--- config.mk ---
export PLATFORM = sky130hd
export DESIGN_NAME = core_reg_bank
export DESIGN_NICKNAME = d
export VERILOG_FILES = /design/src/rtl/core_reg_bank.sv
export SDC_FILE = /design/constraint.sdc
export NUM_CORES = 2
export LEC_CHECK = 0
export BUFFER_PORTS_ARGS = -buffer_cell sky130_fd_sc_hd__buf_4
export CORE_MARGIN = 2
export CORE_UTILIZATION = 53
export CTS_CLUSTER_SIZE = 16
export DETAILED_ROUTE_END_ITERATION = 8
export PLACE_DENSITY = 0.74
export SYNTH_ARGS = -nofsm -noshare
export SYNTH_HDL_FRONTEND = slang
export SYNTH_SLANG_ARGS = --single-unit
--- constraint.sdc ---
create_clock -name clk -period 5.6 [get_ports clk]
set_input_delay 1.12 -clock clk [delete_from_list [all_inputs] [get_ports clk]]
set_output_delay 1.12 -clock clk [all_outputs]
set_load 0.1 [all_outputs]
--- src/rtl/core_reg_bank.sv ---
// Mode-banked ARM register file: 30 physical entries behind per-mode r0-r14 mapping, r15 redirected to PC / branch.
// Optional write-through on same-index read/write: define CORE_REG_BYPASS_EN.
module core_reg_bank #(
    parameter int WIDTH    = 32,
    parameter int RD_PORTS = 2,
    parameter int CLEAR    = 1
) (
    input  logic                      clk,
    input  logic                      rst_n,
    input  logic [4:0]                mode,
    input  logic [RD_PORTS*4-1:0]     rd_r,
    input  logic [RD_PORTS-1:0]       rd_usr,
    output logic [RD_PORTS*WIDTH-1:0] rd_data,
    input  logic [WIDTH-1:0]          pc_visible,
    input  logic                      wr_en,
    input  logic [3:0]                wr_r,
    input  logic                      wr_usr,
    input  logic [WIDTH-1:0]          wr_data,
    output logic                      branch,
    output logic [WIDTH-1:0]          branch_tgt,
    output logic                      ready
);

    // state  | meaning
    // ST_CLR | post-reset sweep zeroing entry cnt_q, ready=0 (entered from reset when CLEAR)
    // ST_RUN | normal operation, ready=1 (entered from reset when !CLEAR)
    typedef enum logic {ST_CLR, ST_RUN} state_t;

    localparam logic [4:0] M_USR = 5'b10000;
    localparam logic [4:0] M_FIQ = 5'b10001;
    localparam logic [4:0] M_IRQ = 5'b10010;
    localparam logic [4:0] M_SVC = 5'b10011;
    localparam logic [4:0] M_ABT = 5'b10111;
    localparam logic [4:0] M_UND = 5'b11011;
    localparam logic [4:0] M_SYS = 5'b11111;
    localparam state_t     ST_RST = (CLEAR != 0) ? ST_CLR : ST_RUN;

    // Returns {legal, physical index}; banked registers sit above the 15 USR entries.
    function automatic logic [5:0] map_reg(input logic [3:0] r, input logic [4:0] m);
        logic [4:0] r5;
        r5 = {1'b0, r};
        case (m)
            M_USR, M_SYS: map_reg = {1'b1, r5};
            M_FIQ:        map_reg = {1'b1, (r >= 4'd8)  ? r5 + 5'd7  : r5};
            M_IRQ:        map_reg = {1'b1, (r >= 4'd13) ? r5 + 5'd9  : r5};
            M_UND:        map_reg = {1'b1, (r >= 4'd13) ? r5 + 5'd11 : r5};
            M_ABT:        map_reg = {1'b1, (r >= 4'd13) ? r5 + 5'd13 : r5};
            M_SVC:        map_reg = {1'b1, (r >= 4'd13) ? r5 + 5'd15 : r5};
            default:      map_reg = 6'd0;
        endcase
    endfunction

    state_t           state_q, state_d;
    logic [4:0]       cnt_q, cnt_d;
    logic             branch_q, branch_d;
    logic [WIDTH-1:0] branch_tgt_q, branch_tgt_d;
    logic [WIDTH-1:0] mem_q [0:29];

    logic [5:0]       wr_map;
    logic             wr_do;

    assign ready      = (state_q == ST_RUN);
    assign branch     = branch_q;
    assign branch_tgt = branch_tgt_q;

    always_comb begin
        wr_map       = map_reg(wr_r, wr_usr ? M_USR : mode);
        wr_do        = wr_en && ready && (wr_r != 4'd15) && wr_map[5];
        branch_d     = wr_en && ready && (wr_r == 4'd15);
        branch_tgt_d = branch_d ? wr_data : branch_tgt_q;
        state_d      = state_q;
        cnt_d        = cnt_q;
        if (state_q == ST_CLR) begin
            cnt_d = cnt_q + 5'd1;
            if (cnt_q == 5'd29) begin
                state_d = ST_RUN;
                cnt_d   = 5'd0;
            end
        end
    end

    always_ff @(posedge clk or negedge rst_n) begin
        if (!rst_n) begin
            state_q      <= ST_RST;
            cnt_q        <= 5'd0;
            branch_q     <= 1'b0;
            branch_tgt_q <= '0;
        end else begin
            state_q      <= state_d;
            cnt_q        <= cnt_d;
            branch_q     <= branch_d;
            branch_tgt_q <= branch_tgt_d;
        end
    end

    // Storage has no reset so it can map onto a RAM; only the sweep clears it.
    always_ff @(posedge clk) begin
        if (state_q == ST_CLR) begin
            mem_q[cnt_q] <= '0;
        end else if (wr_do) begin
            mem_q[wr_map[4:0]] <= wr_data;
        end
    end

    for (genvar k = 0; k < RD_PORTS; k++) begin : g_rd
        logic [3:0]       r;
        logic [5:0]       map;
        logic [WIDTH-1:0] val;

        always_comb begin
            r   = rd_r[4*k +: 4];
            map = map_reg(r, rd_usr[k] ? M_USR : mode);
            val = '0;
            if (r == 4'd15) begin
                val = pc_visible;
            end else if (map[5]) begin
`ifdef CORE_REG_BYPASS_EN
                if (wr_do && (wr_map[4:0] == map[4:0])) begin
                    val = wr_data;
                end else begin
                    val = mem_q[map[4:0]];
                end
`else
                val = mem_q[map[4:0]];
`endif
            end
        end

        assign rd_data[k*WIDTH +: WIDTH] = val;
    end

endmodule

==> flow_summary.yaml <==
run_status:
  status: "finished with violations"
  violations: "setup timing"
logic_synthesis:
  synth_warnings: 0
  synth_fp_nets: 4657
  ys_types: 84
  ys.flop_type: "edfxtp_1"
  async_flop_share_pct: 3.904
  syn_inst: 4559
  synth_area_mm2: 0.04984
  ys_ff_latch: 999
  yosysSeqAreaShare_pct: 59.80
  synth_edf_count: 960
  syn_area_per_cell_um2: 10.93
flow_run:
  drv_cap: 0
setup_path:
  startpoint_type: "input pin"
  critPathCaptureType: "output port"
  path_class: "in -> out"
  crit_arrival_ns: 4.50
  cp.required_ns: 4.48
  r2r_cells: 7
  critPathMaxFanout: 23
layout:
  layoutNonFillerInstCount: 6147
  mostFrequentLayoutCells: "nand2_1, edfxtp_1, nand3_1, buf_4, and3_1"
  drive_gt1_share_pct: 17.84
  final_common_cell: "nand2_1"
  syn2layout_area_growth_pct: 18.30
  final_area_mm2: 0.05896
  fin_nets: 4901
timing:
  tightest_slew_ns: 1.277
  fin_worst_skew_ns: 0.03572
  setup_viol: 1
  finalCritPeriodShare_pct: 100.3
  whs_ns: 0.3821
  clock.fmax_ghz: 0.1780
  finalHoldViolations: 0
  rsz0062_at_grt: "yes"
  slew_violations: 0
  min_period_ns: 5.619
  relSlewSlack_pct: 14.84
  setup_slack_ns: -0.01891
route:
  vias: 42790
  wl_per_cell_um: 30.05
  ant_nets: 0
  drc: 0
  via_per_inst: 6.961
  drt_iter0_markers: 6725
  firstDrtPassIters: 8
  wl_mm: 184.7
pwr:
  leakage_uw: 0.02148
  internal_power_uw: 13230
  powerDensity_mw_per_mm2: 312.3
  p_sw_uw: 5180
  share_seq_of_total_power_pct: 44.8
  power_frac_clock_pct: 38.8
  power_switching_share_pct: 28.14
  ir_worst_vdd_mv: 0.3187
  power_frac_comb_pct: 16.4
floorplan:
  io_pins: 185
  initial_core_util_pct: 53.48
  rows: 112
  coreArea_mm2: 0.09319
  fp.dieW_um: 310.7
  die_area_mm2: 0.09650
  die_h_um: 310.7
global_route:
  grt_pass1_vias: 40920
  track_usage_pct: 37.33
  grt_max_degree: 68
  gr-total-overflow: 0
  grt_pass1_wl_mm: 267.6
  antenna_found_initial: 7
clock_network:
  cts_buffers: 107
  clock-sinks: 999
  clk_latency_ns: 0.71
  root_buffer: "clkbuf_16"
  cts_max_level: 3
  tritoncts: "done"
  postCtsHoldBufs: 0
  clock_path_buffers: 3
  clk_pin_slew_ns: 0.06
placement:
  portBuffers: 184
  post-place-ws_ns: -0.2062
  placed_area_mm2: 0.05505
  dp.cells: 5930
  hpwlAfterDp_mm: 112.2
  gp_congestion: 0.9360
hold_path:
  hp-class: "in -> async"
-- final timing paths --
kind / from / endpoint / slack, ns
setup reg to reg: ready / mem_q[28][13] / 2.02
setup / recovery: mode[1] / rd_data[19] / -0.02
hold reg to reg: branch_tgt[15] / branch_tgt[15] / 0.51
max in group asynchronous: rst_n / branch_tgt[14] / 4.85
hold / removal: rst_n / branch_tgt[22] / 0.38
min in group clk: branch_tgt[15] / branch_tgt[15] / 0.51
-- power groups by stage --
stage | registers [µW] | clock network [µW] | logic, µW
floorplan | 8640 | 0 | 1550
CTS | 8250 | 7120 | 2900
finish | 8250 | 7140 | 3020
detailed placement | 8410 | 0 | 2870
global route | 8250 | 7430 | 3090
global placement | 8400 | 0 | 2840
-- synth_stat cells, types with 40 or more instances --
| cell | number | area share, % |
|---|---|---|
| nand2_1 | 1244 | 9.4 |
| edfxtp_1 | 960 | 58 |
| nand3_1 | 456 | 4.6 |
| clkbuf_1 | 189 | 1.4 |
| and3_1 | 147 | 1.8 |
| buf_2 | 134 | 1.3 |
| a21oi_1 | 132 | 1.3 |
| a311oi_1 | 132 | 2.3 |
| a31oi_1 | 110 | 1.4 |
| a32oi_1 | 91 | 1.6 |
| mux2i_1 | 75 | 1.5 |
| a211oi_1 | 73 | 1.1 |
| o211ai_1 | 68 | 1.0 |
| o21ai_0 | 67 | 0.67 |
| nand4_1 | 64 | 0.80 |
| nor2_1 | 64 | 0.48 |
| or3_1 | 57 | 0.72 |
| mux2_2 | 43 | 0.97 |
| mux4_2 | 42 | 1.9 |
| and2_1 | 40 | 0.50 |
-- layout make-up --
cell class	instances	area, µm²
Antenna cell	4	10.01
Inverter	11	41.29
Clock inverter	68	700.7
Fill cell	7018	34230
Tap cell	1254	1569
Clock buffer	127	2774
Multi-Input combinational cell	3157	18740
Sequential cell	999	29800
Timing Repair Buffer	527	5318
-- stage by stage --
stage	util [%]	setup TNS, ns	total power, µW
6_report	63.27	-0.01891	18410
3_5_place_dp	59.08	-0.5288	11270
3_3_place_gp	59.08	-0.2246	11250
4_1_cts	62.94	0	18270
2_1_floorplan	-	-0.04610	10190
5_1_grt	63.25	-0.09792	18780
-- critical path, cell delays in order --
cell      delay [ns]
buf_4           0.16
nor4b_4         0.39
nand3_1         0.24
a21o_1          0.24
and2_2          0.27
nand2_8         0.19
buf_4           0.25
buf_12          0.21
mux4_2          0.33
a22o_1          0.25
a31oi_1         0.24
o211ai_1        0.26
buf_4           0.32
-- repair_timing --
item	in CTS	in global routing
endpoints found under the hold margin	0	0
gates resized for setup	5	44
pin swaps	3	7
gates cloned	1	1
buffers inserted	7	9
endpoints found under the setup margin	7	53
-- metal layers --
metal,up-vias,share of wire [%],GRT usage (%),routed length [µm]
met3,897,15,10.93,26840
met5,-,0.031,0,58
met4,6,8.2,25.72,15140
li1,17770,-,-,-
met1,20410,33,45.98,61360
met2,3706,44,56.92,81310
-- kinds of logic (layout without fill, tap and decap cells) --
family,Yosys count,count (layout),synth area share [%]
and+or+nand+nor,2149,2149,19.41
DFF,999,999,59.80
AOI/OAI and AO/OA,835,835,12.27
buffers and inverters,403,733,3.816
muxes,160,160,4.376
adders and majority gates,11,11,0.2762
xor gates and xnor gates,2,2,0.05022
other,0,4,0
-- state kept, by name, indices dropped and copies added (netlist names) --
signal / count
mem_q: 960
ready: 1
cnt_q: 5
branch: 1
branch_tgt: 32
(Power assumes the default switching activity.)
